### src/rtl/activation_padder_if.sv
`default_nettype none
// ============================================================================
// Module      : activation_stream_if
// Description : Ready/valid stream of signed activations.
//               master drives data/valid and samples ready;
//               slave samples data/valid and drives ready.
// Ports       : data  [N-1:0] signed activation
//               valid         data is valid this cycle
//               ready         consumer accepts data this cycle
// Revision    : 1.0 - initial release
// ============================================================================
interface activation_stream_if #(
  parameter int N = 16
);
  logic signed [N-1:0] data;
  logic                valid;
  logic                ready;

  modport master (output data, output valid, input ready);
  modport slave  (input data, input valid, output ready);
endinterface
`default_nettype wire

### src/rtl/activation_padder.sv
`default_nettype none
// ============================================================================
// Module      : activation_padder
// Description : Takes an MxM raster-order activation matrix and emits an
//               (M+2P)x(M+2P) raster stream with a border of padding around
//               it. Has ready/valid flow control on both sides and pulses
//               done_o when the frame is complete.
// Ports       : clk_i, rst_i      clock, synchronous active-high reset
//               start_i           begins a frame when idle
//               matrix_size_i     unpadded side M (sampled on accepted start)
//               padding_i         padding width P (sampled on accepted start)
//               pad_value_i       pad element value (PADDER_PAD_VALUE_EN only)
//               in_if  (slave)    activation input stream
//               out_if (master)   padded activation output stream
//               busy_o            frame in progress
//               done_o            one-cycle pulse after the last output accept
//               cfg_error_o       sticky flag for a rejected start
// Options     : define PADDER_PAD_VALUE_EN to add pad_value_i; without it
//               pad positions emit 0.
// Revision    : 1.0 - initial release
// ============================================================================
module activation_padder #(
  parameter int MaxMatrixSize = 16383,
  parameter int MaxPadding    = 15,
  parameter int N             = 16
) (
  input  wire logic                clk_i,
  input  wire logic                rst_i,
  input  wire logic                start_i,
  input  wire logic [13:0]         matrix_size_i,
  input  wire logic [3:0]          padding_i,
`ifdef PADDER_PAD_VALUE_EN
  input  wire logic signed [N-1:0] pad_value_i,
`endif
  activation_stream_if.slave       in_if,
  activation_stream_if.master      out_if,
  output logic                     busy_o,
  output logic                     done_o,
  output logic                     cfg_error_o
);

  localparam int CW = $clog2(MaxMatrixSize + 1);
  // Side arithmetic is two bits wider than both M and the counters so that
  // M+2P can be compared against the limit without wrapping.
  localparam int SW = ((CW > 14) ? CW : 14) + 2;

  typedef enum logic [1:0] {
    S_IDLE   = 2'd0,
    S_STREAM = 2'd1,
    S_DRAIN  = 2'd2,
    S_DONE   = 2'd3
  } state_t;

  state_t                state_q, state_d;
  logic [CW-1:0]         row_q, row_d;
  logic [CW-1:0]         col_q, col_d;
  logic [3:0]            p_q, p_d;
  logic [SW-1:0]         side_q, side_d;
  logic [SW-1:0]         lim_q, lim_d;      // P+M: first pad index after the interior
  logic signed [N-1:0]   data_q, data_d;
  logic                  valid_q, valid_d;
  logic                  cfg_err_q, cfg_err_d;
  logic signed [N-1:0]   pad_val_w;

  logic [SW-1:0] side_w;
  logic          cfg_ok_w;
  logic [SW-1:0] row_w, col_w;
  logic          interior_w;
  logic          free_w;
  logic          last_col_w, last_row_w;

`ifdef PADDER_PAD_VALUE_EN
  logic signed [N-1:0] pad_q;
  always_ff @(posedge clk_i) begin
    if (rst_i) begin
      pad_q <= '0;
    end else if (state_q == S_IDLE && start_i && cfg_ok_w) begin
      pad_q <= pad_value_i;
    end
  end
  assign pad_val_w = pad_q;
`else
  assign pad_val_w = '0;
`endif

  assign side_w   = SW'(matrix_size_i) + SW'({padding_i, 1'b0});
  assign cfg_ok_w = (side_w <= SW'(MaxMatrixSize)) && (SW'(padding_i) <= SW'(MaxPadding));

  assign row_w      = SW'(row_q);
  assign col_w      = SW'(col_q);
  assign interior_w = (row_w >= SW'(p_q)) && (row_w < lim_q) &&
                      (col_w >= SW'(p_q)) && (col_w < lim_q);
  assign free_w     = !valid_q || out_if.ready;
  assign last_col_w = (col_w == side_q - SW'(1));
  assign last_row_w = (row_w == side_q - SW'(1));

  assign in_if.ready = (state_q == S_STREAM) && free_w && interior_w;
  assign out_if.data  = data_q;
  assign out_if.valid = valid_q;
  assign busy_o       = (state_q == S_STREAM) || (state_q == S_DRAIN);
  assign done_o       = (state_q == S_DONE);
  assign cfg_error_o  = cfg_err_q;

  always_comb begin
    logic adv;
    state_d   = state_q;
    row_d     = row_q;
    col_d     = col_q;
    p_d       = p_q;
    side_d    = side_q;
    lim_d     = lim_q;
    data_d    = data_q;
    // Once the held element is consumed the register empties unless reloaded.
    valid_d   = free_w ? 1'b0 : valid_q;
    cfg_err_d = cfg_err_q;
    adv       = 1'b0;

    case (state_q)
      S_IDLE: begin
        if (start_i) begin
          if (cfg_ok_w) begin
            p_d       = padding_i;
            side_d    = side_w;
            lim_d     = SW'(matrix_size_i) + SW'(padding_i);
            row_d     = '0;
            col_d     = '0;
            cfg_err_d = 1'b0;
            state_d   = (matrix_size_i == 14'd0) ? S_DONE : S_STREAM;
          end else begin
            cfg_err_d = 1'b1;
          end
        end
      end
      S_STREAM: begin
        if (free_w) begin
          if (!interior_w) begin
            data_d  = pad_val_w;
            valid_d = 1'b1;
            adv     = 1'b1;
          end else if (in_if.valid) begin
            data_d  = in_if.data;
            valid_d = 1'b1;
            adv     = 1'b1;
          end
        end
        if (adv) begin
          if (last_col_w) begin
            col_d = '0;
            if (last_row_w) begin
              state_d = S_DRAIN;
            end else begin
              row_d = row_q + CW'(1);
            end
          end else begin
            col_d = col_q + CW'(1);
          end
        end
      end
      S_DRAIN: begin
        if (out_if.ready) begin
          state_d = S_DONE;
        end
      end
      S_DONE: begin
        state_d = S_IDLE;
      end
      default: begin
        state_d = S_IDLE;
      end
    endcase
  end

  always_ff @(posedge clk_i) begin
    if (rst_i) begin
      state_q   <= S_IDLE;
      row_q     <= '0;
      col_q     <= '0;
      p_q       <= '0;
      side_q    <= '0;
      lim_q     <= '0;
      data_q    <= '0;
      valid_q   <= 1'b0;
      cfg_err_q <= 1'b0;
    end else begin
      state_q   <= state_d;
      row_q     <= row_d;
      col_q     <= col_d;
      p_q       <= p_d;
      side_q    <= side_d;
      lim_q     <= lim_d;
      data_q    <= data_d;
      valid_q   <= valid_d;
      cfg_err_q <= cfg_err_d;
    end
  end

endmodule
`default_nettype wire

### src/flat_wrapper.sv
// flat-port wrapper written by rule: the top's interface ports become plain ports
module activation_padder_flat 
#(
  parameter int MaxMatrixSize = 16383,
  parameter int MaxPadding    = 15,
  parameter int N             = 16
)
  (clk_i, rst_i, start_i, matrix_size_i, padding_i, busy_o, done_o, cfg_error_o, in_if_data, in_if_valid, in_if_ready, out_if_data, out_if_valid, out_if_ready);
  activation_stream_if #(.N(N)) in_if_i ();
  activation_stream_if #(.N(N)) out_if_i ();
  input  wire logic clk_i;
  input  wire logic rst_i;
  input  wire logic start_i;
  input  wire logic [13:0] matrix_size_i;
  input  wire logic [3:0] padding_i;
  output logic busy_o;
  output logic done_o;
  output logic cfg_error_o;
  input wire logic [$bits(in_if_i.data)-1:0] in_if_data;
  input wire logic [$bits(in_if_i.valid)-1:0] in_if_valid;
  output wire logic [$bits(in_if_i.ready)-1:0] in_if_ready;
  output wire logic [$bits(out_if_i.data)-1:0] out_if_data;
  output wire logic [$bits(out_if_i.valid)-1:0] out_if_valid;
  input wire logic [$bits(out_if_i.ready)-1:0] out_if_ready;
  assign in_if_i.data = in_if_data;
  assign in_if_i.valid = in_if_valid;
  assign in_if_ready = in_if_i.ready;
  assign out_if_data = out_if_i.data;
  assign out_if_valid = out_if_i.valid;
  assign out_if_i.ready = out_if_ready;
  activation_padder #(.MaxMatrixSize(MaxMatrixSize), .MaxPadding(MaxPadding), .N(N)) u_core (.clk_i(clk_i), .rst_i(rst_i), .start_i(start_i), .matrix_size_i(matrix_size_i), .padding_i(padding_i), .in_if(in_if_i), .out_if(out_if_i), .busy_o(busy_o), .done_o(done_o), .cfg_error_o(cfg_error_o));
endmodule
### config.mk
export PLATFORM = sky130hd
export DESIGN_NAME = activation_padder_flat
export DESIGN_NICKNAME = d
export VERILOG_FILES = /design/src/rtl/activation_padder_if.sv /design/src/rtl/activation_padder.sv /design/src/flat_wrapper.sv
export SDC_FILE = /design/constraint.sdc
export NUM_CORES = 1
export LEC_CHECK = 0
export ABC_AREA = 1
export BUFFER_PORTS_ARGS = -buffer_cell sky130_fd_sc_hd__buf_2
export CORE_ASPECT_RATIO = 0.75
export CORE_MARGIN = 4
export CORE_UTILIZATION = 47
export DETAILED_ROUTE_END_ITERATION = 16
export PLACE_DENSITY = 0.68
export SKIP_LAST_GASP = 1
export SYNTH_ARGS = -nofsm -noshare
export SYNTH_HDL_FRONTEND = slang
export SYNTH_SLANG_ARGS = --single-unit
### constraint.sdc
create_clock -name clk_i -period 2.4 [get_ports clk_i]
set_input_delay 0.24 -clock clk_i [delete_from_list [all_inputs] [get_ports clk_i]]
set_output_delay 0.24 -clock clk_i [all_outputs]
set_load 0.05 [all_outputs]
==> flow_metrics.env <==
export IMPL_power_leakage_nw=3.73
export IMPL_cp_start_kind="flip-flop"
export IMPL_path_class="flip-flop to primary output"
export IMPL_ys_top_cells_by_area="dfxtp_1, nand2_1, ha_1"
export IMPL_hold_path_end="u_core.out_if.data[2]"
export IMPL_setup_slack_ns=-0.0374
export IMPL_gp_congestion=1.02
export IMPL_numPortBuffers=59
export IMPL_synth_largest_area_cell="dfxtp_1"
export IMPL_dieArea_sq_um=15100
export IMPL_reg2reg_depth=14
export IMPL_clockBufferDepth=2
export IMPL_grt_pass1_vias=6129
export IMPL_antenna_found_initial=0
export IMPL_htreeDepth=3
export IMPL_rows=36
export IMPL_ant_nets=0
export IMPL_dpl_hpwl_mm=16.1
export IMPL_syn_nets=1048
export IMPL_rsz0062_at_grt="yes"
export IMPL_grt_pass1_wl_mm=32.3
export IMPL_final_common_cell="nand2_1"
export IMPL_synth_top_area_frac=0.265
export IMPL_clkTransAtPathRegs_ns=0.07
export IMPL_fp_dieW_um=141
export IMPL_cp_end_kind="primary output"
export IMPL_numCtsBuffers=9
export IMPL_track_usage=0.272
export IMPL_holdPathStages=3
export IMPL_io_pins=60
export IMPL_avgSynthCellArea_sq_um=6.46
export IMPL_failed_checks="negative setup slack"
export IMPL_viasPerCell=5.47
export IMPL_insertion_delay_ns=0.36
export IMPL_worst_slew_pin_slew_ns=0.545
export IMPL_max_cap_violations=0
export IMPL_synth_main_ff_cell="dfxtp_1"
export IMPL_setup_violations_final=1
export IMPL_fin_crit_ns=2.44
export IMPL_fin_skew_ns=0.0133
export IMPL_max_clock_freq_mhz=410
export IMPL_core_area_sq_um=12900
export IMPL_status="complete, but fails checks"
export IMPL_synth_edf_count=0
export IMPL_wl_per_cell_um=16.5
export IMPL_finalSetupTns_ns=-0.0374
export IMPL_die_y_um=107
export IMPL_antenna_cells=0
export IMPL_ys_ff_latch=82
export IMPL_relSlewSlack=0.634
export IMPL_hp_start="in_if_data[2]"
export IMPL_clkSinkCount=82
export IMPL_cts_tree="done"
export IMPL_drtIter0Drc=667
export IMPL_grt_max_degree=23
export IMPL_vdd_drop_max_v=0.000910
export IMPL_vias=6919
export IMPL_worstHoldPathType="input pin to flip-flop"
export IMPL_drc_errors=0
export IMPL_required_ns=2.16
export IMPL_drive_gt1_frac=0.230
export IMPL_cts_root_buffer_cell="clkbuf_16"
export IMPL_synthCells=958
export IMPL_synthArstFlopShare=0
export IMPL_crit_fanout=5
export IMPL_r2r_slack_ns=0.06
export IMPL_fin_crit_sh=1.02
export IMPL_grt_overflow_total=0
export IMPL_ys_types=43
export IMPL_wirelength_mm=20.9
export IMPL_final_cell_mix="nand2_1, nor2_1, inv_1"
export IMPL_arrival_ns=2.20
export IMPL_synth_seq_area_share=0.265
export IMPL_rr_endpoint="u_core.col_q[7]"
export IMPL_nets=1179
export IMPL_yosys_warnings=0
export IMPL_syn_area_sq_um=6190
export IMPL_initial_utilization=0.479
export IMPL_maxSlewViolCount=0
export IMPL_reg2reg_from="u_core.col_q[13]"
export IMPL_area_growth_pct=27.4
export IMPL_power_mw=11.2
export IMPL_powerDensity_nw_per_um2=1420
export IMPL_hold_violations=0
export IMPL_first_pass_iters=5
export IMPL_startpoint="u_core.col_q[13]"
==> stage by stage <==
| step | hold WS, ns | instances | util | cell area (sq um) | setup WS [ns] |
|---|---|---|---|---|---|
| CTS | 0.143 | 1257 | 0.581 | 7510 | -0.0525 |
| global placement | 0.449 | 1238 | 0.553 | 7140 | -0.0660 |
| detailed placement | 0.454 | 1238 | 0.553 | 7140 | -0.0975 |
| global route | 0.151 | 1264 | 0.610 | 7890 | -0.111 |
| floorplan | 0.309 | 958 | - | 6190 | 0.0184 |
| finish | 0.147 | 1264 | 0.610 | 7890 | -0.0374 |
==> layer usage <==
layer	track usage	wire length (um)
met5	0	0
met4	0.0505	347
met2	0.381	8400
met1	0.422	10000
met3	0.0639	2140
==> how the worst max path moves through the flow <==
stage	end	slack, ns	cells after the start
floorplan	in_if_ready	0.02	13
global placement	u_core.row_q[6]	-0.07	17
detailed placement	u_core.row_q[5]	-0.1	17
CTS	in_if_ready	-0.05	13
global route	in_if_ready	-0.11	13
finish	in_if_ready	-0.04	11
==> repair_timing <==
action                                  in CTS  in global routing
hold buffers                                 0                  0
endpoints found under the setup margin      18                 46
pin swaps                                    1                 22
gates resized for setup                     11                 82
hold endpoints to repair                     0                  0
cloned                                       1                  3
setup buffers                                3                  4
==> sequential cells by signal, summed over array words and instances, names as in the netlist, named ones only <==
register and cells:
u_core.out_if.data 16, u_core.col_q 14, u_core.lim_q 15, u_core.state_q 2
u_core.side_q 15, u_core.p_q 4, u_core.row_q 14, u_core.cfg_error_o 1
==> power breakdown <==
group	switching [mW]	internal, mW
Clock	0.607	0.729
Sequential	0.472	1.77
Combinational	4.68	2.94
==> cells by family after synthesis <==
logic type / count (synthesis) / synth area share
AO/OA/AOI/OAI: 130 / 0.118
XOR/XNOR: 21 / 0.0319
adder cells (fa/ha/maj): 51 / 0.105
buffers and inverters: 144 / 0.0936
flip-flops: 82 / 0.265
AND/OR/NAND/NOR: 530 / 0.386
==> synthesized netlist by cell type (2+ instances only) <==
master and count:
nand2_1 234, inv_1 119, nor2_1 119, nand3_1 89, dfxtp_1 82, a21oi_1 62, ha_1 49, o21ai_0 33
nand4_1 32, o22ai_1 18, xor2_1 17, clkbuf_1 11, nor3_1 10, nor2_2 9, nand2_2 8, nor2_4 6
o32ai_1 6, nand3b_1 5, nor4_1 5, buf_2 4, buf_4 3, buf_6 3, clkinv_1 3, nand2_4 3
nand3_2 3, xnor2_1 3, a211oi_1 2, a31o_2 2, and2_1 2, fa_1 2, nor3b_1 2
==> area by class of cell <==
class,count,area [sq um]
inverter,123,468
sequential,82,1650
clock inverter,5,41.3
timing repair buffer,139,1010
tap,171,214
multi-input combinational,734,4260
clock buffer,10,239
fill,1224,5040
==> worst max-delay path, cell delays in order, from the launching register on <==
cell	delay [ns]
dfxtp_1	0.51
ha_4	0.27
a21oi_2	0.11
and2_1	0.14
nand2_1	0.08
nand2_2	0.08
nand3_2	0.08
nor2_4	0.16
buf_8	0.12
nand2_4	0.05
nor2_4	0.11
buf_8	0.15
No activity file was read; power rests on OpenSTA's default activity.
